### src/rtl/gf180mcu_fd_sc_mcu9t5v0__clkgate_pkg.sv
// ============================================================================
// Module  : gf180mcu_fd_sc_mcu9t5v0__clkgate_pkg
// Brief   : Shared types and defaults for the clock-gate controller.
// Revision: 1.0 - initial release
// ============================================================================
`default_nettype none

package gf180mcu_fd_sc_mcu9t5v0__clkgate_pkg;

  // Controller states. OFF is all-zero so a cleared state register means
  // "clock gated".
  typedef enum logic [1:0] {
    ST_OFF  = 2'd0,
    ST_WAKE = 2'd1,
    ST_ON   = 2'd2,
    ST_IDLE = 2'd3
  } cg_state_t;

  localparam int WAKE_CYCLES_DEFAULT = 2;
  localparam int IDLE_W_DEFAULT      = 8;

endpackage

`default_nettype wire

### src/rtl/gf180mcu_fd_sc_mcu9t5v0__clkgate_cnt.sv
// ============================================================================
// Module  : gf180mcu_fd_sc_mcu9t5v0__clkgate_cnt
// Brief   : Loadable down-counter with zero/one flags, shared by the wake
//           settling delay and the idle hold-off.
// Revision: 1.0 - initial release
// ============================================================================
`default_nettype none

module gf180mcu_fd_sc_mcu9t5v0__clkgate_cnt #(
  parameter int W = 8
) (
  input  logic         clk,
  input  logic         clr_n,
  input  logic         load,
  input  logic [W-1:0] load_val,
  input  logic         dec,
  output logic         is_zero,
  output logic         is_one
);

  logic [W-1:0] count;

  // Load has priority; decrement saturates at zero so the count never wraps.
  always_ff @(posedge clk or negedge clr_n) begin
    if (!clr_n) begin
      count <= '0;
    end else if (load) begin
      count <= load_val;
    end else if (dec && (count != '0)) begin
      count <= count - 1'b1;
    end
  end

  assign is_zero = (count == '0);
  assign is_one  = (count == W'(1));

endmodule

`default_nettype wire

### src/rtl/gf180mcu_fd_sc_mcu9t5v0__clkgate_ctrl.sv
// ============================================================================
// Module  : gf180mcu_fd_sc_mcu9t5v0__clkgate_ctrl
// Brief   : Enable controller for a latch-based ICG. Wakes the local clock on
//           request with a settling delay, acknowledges once stable, and
//           gates the clock off after an idle hold-off.
// Revision: 1.0 - initial release
// ============================================================================
`default_nettype none

module gf180mcu_fd_sc_mcu9t5v0__clkgate_ctrl
  import gf180mcu_fd_sc_mcu9t5v0__clkgate_pkg::*;
#(
  parameter int WAKE_CYCLES = WAKE_CYCLES_DEFAULT,
  parameter int IDLE_W      = IDLE_W_DEFAULT
) (
  input  logic              CLK,
  input  logic              RN,
  input  logic              REQ,
  input  logic              BUSY,
  input  logic              TE,
  input  logic [IDLE_W-1:0] IDLE_LIM,
  output logic              E,
  output logic              ACK,
  output logic              GATED
);

  // The counter reaches zero after WAKE_CYCLES-1 decrements, so ON is
  // entered exactly WAKE_CYCLES edges after leaving OFF.
  localparam logic [IDLE_W-1:0] WAKE_LOAD = IDLE_W'(WAKE_CYCLES - 1);

  cg_state_t         state;
  cg_state_t         nxt;
  logic              active;
  logic              cnt_load;
  logic [IDLE_W-1:0] cnt_val;
  logic              cnt_dec;
  logic              cnt_zero;
  logic              cnt_one;

  assign active = REQ | BUSY | TE;

  gf180mcu_fd_sc_mcu9t5v0__clkgate_cnt #(
    .W (IDLE_W)
  ) u_cnt (
    .clk      (CLK),
    .clr_n    (RN),
    .load     (cnt_load),
    .load_val (cnt_val),
    .dec      (cnt_dec),
    .is_zero  (cnt_zero),
    .is_one   (cnt_one)
  );

  // Next-state and counter control; a pending request in IDLE beats expiry.
  always_comb begin
    nxt      = state;
    cnt_load = 1'b0;
    cnt_val  = '0;
    cnt_dec  = 1'b0;
    case (state)
      ST_OFF: begin
        if (active) begin
          nxt      = ST_WAKE;
          cnt_load = 1'b1;
          cnt_val  = WAKE_LOAD;
        end
      end
      ST_WAKE: begin
        if (cnt_zero) nxt = ST_ON;
        else          cnt_dec = 1'b1;
      end
      ST_ON: begin
        if (!active) begin
          if (IDLE_LIM == '0) begin
            nxt = ST_OFF;
          end else begin
            nxt      = ST_IDLE;
            cnt_load = 1'b1;
            cnt_val  = IDLE_LIM;
          end
        end
      end
      ST_IDLE: begin
        if (active)       nxt = ST_ON;
        else if (cnt_one) nxt = ST_OFF;
        else              cnt_dec = 1'b1;
      end
      default: nxt = ST_OFF;
    endcase
  end

  // State and outputs registered together so E/ACK/GATED come straight off flops.
  always_ff @(posedge CLK or negedge RN) begin
    if (!RN) begin
      state <= ST_OFF;
      E     <= 1'b0;
      ACK   <= 1'b0;
      GATED <= 1'b1;
    end else begin
      state <= nxt;
      E     <= (nxt != ST_OFF);
      ACK   <= (nxt == ST_ON);
      GATED <= (nxt == ST_OFF);
    end
  end

endmodule

`default_nettype wire

### config.mk
export PLATFORM = sky130hd
export DESIGN_NAME = gf180mcu_fd_sc_mcu9t5v0__clkgate_ctrl
export DESIGN_NICKNAME = d
export VERILOG_FILES = /design/src/rtl/gf180mcu_fd_sc_mcu9t5v0__clkgate_pkg.sv /design/src/rtl/gf180mcu_fd_sc_mcu9t5v0__clkgate_cnt.sv /design/src/rtl/gf180mcu_fd_sc_mcu9t5v0__clkgate_ctrl.sv
export SDC_FILE = /design/constraint.sdc
export NUM_CORES = 1
export LEC_CHECK = 0
export BUFFER_PORTS_ARGS = -buffer_cell sky130_fd_sc_hd__buf_2
export CAP_MARGIN = 20
export CORE_MARGIN = 3
export CORE_UTILIZATION = 48
export CTS_BUF_LIST = sky130_fd_sc_hd__clkbuf_16
export DETAILED_ROUTE_END_ITERATION = 10
export PLACE_DENSITY = 0.78
export REMOVE_ABC_BUFFERS = 1
export SETUP_SLACK_MARGIN = 0.4
export SLEW_MARGIN = 20
export SYNTH_ARGS = -nofsm -noshare
export SYNTH_HDL_FRONTEND = slang
export SYNTH_SLANG_ARGS = --single-unit
### constraint.sdc
create_clock -name CLK -period 2.03 [get_ports CLK]
set_clock_uncertainty 0.2 [all_clocks]
set_input_delay 0.203 -clock CLK [delete_from_list [all_inputs] [get_ports CLK]]
set_output_delay 0.203 -clock CLK [all_outputs]
set_load 0.05 [all_outputs]
Word level (Yosys, flattened, before mapping)
Index checks and enable logic that the tools add are counted.

Register bits: 13. Bits of input ports: 13. Output and inout port bits: 3.

Add/sub/neg operators: 1. Equality and inequality tests: 5. Muxes and demuxes: 21. Bitwise operators: 2. Reductions and logical operators: 8.

Operators with widths (number): $mux 8 (4); $logic_not 8->1 (2); $pmux 8 s2 (1); $mux 2 (6); $eq 8x1->1 const B (1); $pmux 2 s4 (1); $reduce_bool 8->1 (1); $sub 8x1->8 const B (1); $mux 1 (7); $eq 2x2->1 const B (3); $logic_not 2->1 (2); $pmux 1 s2 (2); $reduce_bool 2->1 (2); $eq 2x1->1 const B (1); $or 1x1->1 (2); $logic_and 1x1->1 (1).

Logic depth before layout (Yosys ltp)
Depth in word-level cells: 7. Gate-level depth with buffers: 7. Mapped depth without buffers: 7.

By module
A second synthesis with hierarchy kept.

Cell total of the unflattened synthesis: 106. Area total of the unflattened synthesis: 948.4 um2.

Modules (own cells, without submodules): gf180mcu_fd_sc_mcu9t5v0__clkgate_cnt (times used 1, cells each 65, area each 589.3 um2); gf180mcu_fd_sc_mcu9t5v0__clkgate_ctrl (times used 1, cells each 41, area each 359.1 um2).

Worst setup path before layout
Ideal clock, no wire load.

Path type: flip-flop to flip-flop. From: reg u_cnt.count[3]. To: reg u_cnt.count[4]. Library setup time: 0.135 ns. Arrival time: 1.691 ns. Required time: 1.695 ns. Path slack: 0.004 ns. Stages on the path, launching flop included: 6. Path through: dfrtp_1 > or3_4 > o311a_4 > a211o_4 > o22ai_1 > a31oi_1.

Cells in the longest elaborated chain, start to end: 6.

Ends and longest elaborated chain: start: declaration (line gf180mcu_fd_sc_mcu9t5v0__clkgate_cnt.sv:21) `logic [W-1:0] count;`; start signal: assignment (line gf180mcu_fd_sc_mcu9t5v0__clkgate_cnt.sv:28) `count <= load_val;`; start signal: assignment (line gf180mcu_fd_sc_mcu9t5v0__clkgate_cnt.sv:30) `count <= count - 1'b1;`; $eq 8x1->1 (line gf180mcu_fd_sc_mcu9t5v0__clkgate_cnt.sv:35) `assign is_one = (count == W'(1));`; $mux 1 (line gf180mcu_fd_sc_mcu9t5v0__clkgate_ctrl.sv:85) `else if (cnt_one) nxt = ST_OFF;`; $mux 1 (line gf180mcu_fd_sc_mcu9t5v0__clkgate_ctrl.sv:84) `if (active) nxt = ST_ON;`; $pmux 1 s2 (line gf180mcu_fd_sc_mcu9t5v0__clkgate_ctrl.sv:60) `case (state)`; $logic_and 1x1->1 (line gf180mcu_fd_sc_mcu9t5v0__clkgate_cnt.sv:29) `end else if (dec && (count != '0)) begin`; $reduce_bool 2->1 (no line).

Parallel ways exist; a longest one is shown, timed or not. The select of a mux whose other input is x is not followed. A chain may end at the register's enable or synchronous reset.

Worst setup path in the final report
From: reg u_cnt.count[2]. To: reg u_cnt.count[4].

Same word-level chain as after synthesis.

==> results.toml <==
[run_status]
outcome = "finished with violations"
violations = "negative setup slack"

[synth]
syn_inst = 94
synth.cell_area_um2 = 846
ys_seq_area_share_pct = 38.6
synthArstFlopShare_pct = 100
synth-seq-cells = 13
ys_warn_count = 0
synthFlopType = "dfrtp_1"
syn_avg_cell_area_um2 = 9.00
synth-edff-count = 0
ys_types = 34

[detailed_routing]
via_count = 944
finalWirelength_um = 2750
dr.pass1.iters = 4
wl_per_cell_um = 18.1
drt_iter0_drc = 33
ant_nets = 0
drcViolationCount = 0
drt-vias-per-instance = 6.21

[die]
io_pins = 16
start_util_pct = 53.7
die_h_um = 48.0
die_w_um = 48.0
core_area_um2 = 1580
rows = 14
die_area_um2 = 2300

[worst_setup_path]
cp-end-kind = "register"
cp.required_ns = 1.94
start_kind = "register"
critPathMaxFanout = 5
cp.arrival_ns = 1.94
crit_type = "reg2reg"

[job]
maxCapViolCount = 0

[clock_tree]
clkLatencyLatePin_ns = 0.24
cts_buffer_depth = 2
cts_tree = "built"
clkTransAtPathRegs_ns = 0.04
cts.htree.levels = 1
cts-root-buf = "clkbuf_16"
cts-buffers-inserted = 3
cts_sinks = 13

[sta]
timing.fmax_mhz = 492
finalHoldViolations = 0
period_share_pct = 100
drv_slew = 0
worst-slew-pin-transition_ns = 0.414
max-slew-margin-rel_pct = 72.2
setup_viol = 1
finalWorstSetupSlack_ns = -0.00109
finalCriticalPeriod_ns = 2.03
rsz0062_at_grt = "true"
setup_tns_ns = -0.00109

[hold_path]
hold_path.class = "in2reg"

[placed_design]
dpl-instance-area_um2 = 1050
io_buffers = 15
dp_hpwl_um = 1820
gp_congestion = 0.986

[pwr]
irDropWorstVdd_uv = 1340
seqPwrFrac_pct = 20.3
p_leak_nw = 0.574
power_frac_comb_pct = 64.8
p_sw_share_pct = 44.1
p_clk_share_pct = 14.9
switchingPower_mw = 1.06
p_per_area_nw_per_um2 = 1890
p_int_mw = 1.34
power.total_mw = 2.40

[global_route]
grt_overflow = 0
antenna_found_initial = 0
grt_pass1_vias = 944
grt_first_pass_wirelength_um = 4160
grt_max_degree = 14
track_usage_pct = 27.0

[final_layout]
final_nets = 152
insertedDiodeCount = 0
drive_gt1_share_pct = 48.5
fin_area_um2 = 1270
area_growth_pct = 50.0
[final timing paths]
check	start	end	slack [ns]	cells past startpoint
max	u_cnt.count[2]	u_cnt.count[4]	-0.001	5
min	IDLE_LIM[5]	u_cnt.count[5]	0.02	3
max reg2reg	u_cnt.count[2]	u_cnt.count[4]	-0.001	5
min reg2reg	u_cnt.count[7]	u_cnt.count[7]	0.42	2
max in group asynchronous	RN	GATED	1.15	2
min in group asynchronous	RN	u_cnt.count[1]	0.20	2
[power groups by stage]
stage	logic [mW]	clock network (mW)	registers [mW]
after floorplan	0.632	0	0.593
after global placement	1.15	0	0.472
after detailed placement	1.18	0	0.475
after CTS	1.32	0.362	0.479
after global routing	1.64	0.373	0.492
final	1.55	0.356	0.488
[what timing repair did]
action                                 4_1_cts  5_1_grt
pin swaps                                    9        6
setup endpoints to repair                   13       13
buffers inserted                             4        4
gates resized for setup                      8       14
hold buffers                                 1        0
endpoints found under the hold margin       13        0
[worst max-delay path, stage by stage (launching register included)]
cell	delay, ns
dfrtp_1	0.38
or3_4	0.42
o311a_4	0.39
a211o_4	0.31
o22ai_2	0.15
a31oi_1	0.06
[metal layers]
metal | routed length, um | up-vias | global-route usage [%]
li1 | - | 438 | -
met1 | 1100 | 457 | 28.7
met2 | 1420 | 40 | 47.0
met3 | 170 | 9 | 10.2
met4 | 56 | 0 | 12.4
met5 | 0 | - | 0
[cell usage in the layout, fill, tap and decap left out, types with 2 or more instances in the layout]
cell type / Yosys / final
buf_4: 0 / 22
buf_2: 0 / 15
dfrtp_1: 12 / 11
a21oi_1: 11 / 10
nor2_1: 13 / 8
inv_1: 5 / 6
nor3_1: 6 / 5
nand3_1: 6 / 5
nand2_1: 6 / 5
nor2_2: 0 / 4
clkbuf_16: 0 / 3
nor4_1: 2 / 2
o21ai_2: 1 / 2
or3_4: 1 / 2
o21ai_0: 4 / 2
o21a_1: 2 / 2
o21ai_1: 1 / 2
xor2_1: 2 / 2
[cell usage after synthesis (all sizes together), types with 2 or more instances]
cell type  count  area share, %
xor2           2            2.1
o22ai          2            1.5
inv            5            2.2
nand3          6            3.6
nor4           2            1.5
ha             2            3.0
dfrtp         12             36
nor3           6            3.6
nand2          6            2.7
a21oi         11            6.5
or3            2            2.1
nor2          13            5.8
o21ai          6            4.0
o21a           2            1.8
[layout make-up]
type / count / area, um2
Clock buffer: 3 / 75.1
Inverter: 5 / 18.8
Clock inverter: 1 / 3.75
Sequential cell: 13 / 328
Fill cell: 102 / 308
Tap cell: 16 / 20.0
Multi-Input combinational cell: 75 / 562
Timing Repair Buffer: 39 / 262
[kinds of logic after synthesis]
| family | count (synthesis) | share of synthesized area [%] |
|---|---|---|
| compound gates | 31 | 29.1 |
| xor+xnor | 2 | 2.07 |
| fa+ha+maj | 2 | 2.96 |
| buf+inv | 6 | 3.11 |
| flops | 13 | 38.6 |
| simple gates | 40 | 24.1 |
[registers in the layout (all words and copies together), names as in the netlist]
| name | count |
|---|---|
| ACK | 1 |
| E | 1 |
| GATED | 1 |
| state | 2 |
| u_cnt.count | 8 |
[per-stage QoR]
stage	worst slack (ns)	hold WS (ns)	util, %	cells
CTS	0.0326	0.0123	75.8	148
floorplan	0.00417	-0.293	-	93
detailed placement	-0.00840	-0.108	66.3	139
finish	-0.00109	0.0181	80.5	152
global route	-0.0451	0.0215	80.5	152
global placement	0.0577	-0.106	66.3	139
Note: power is estimated with default switching activity, not from simulation.
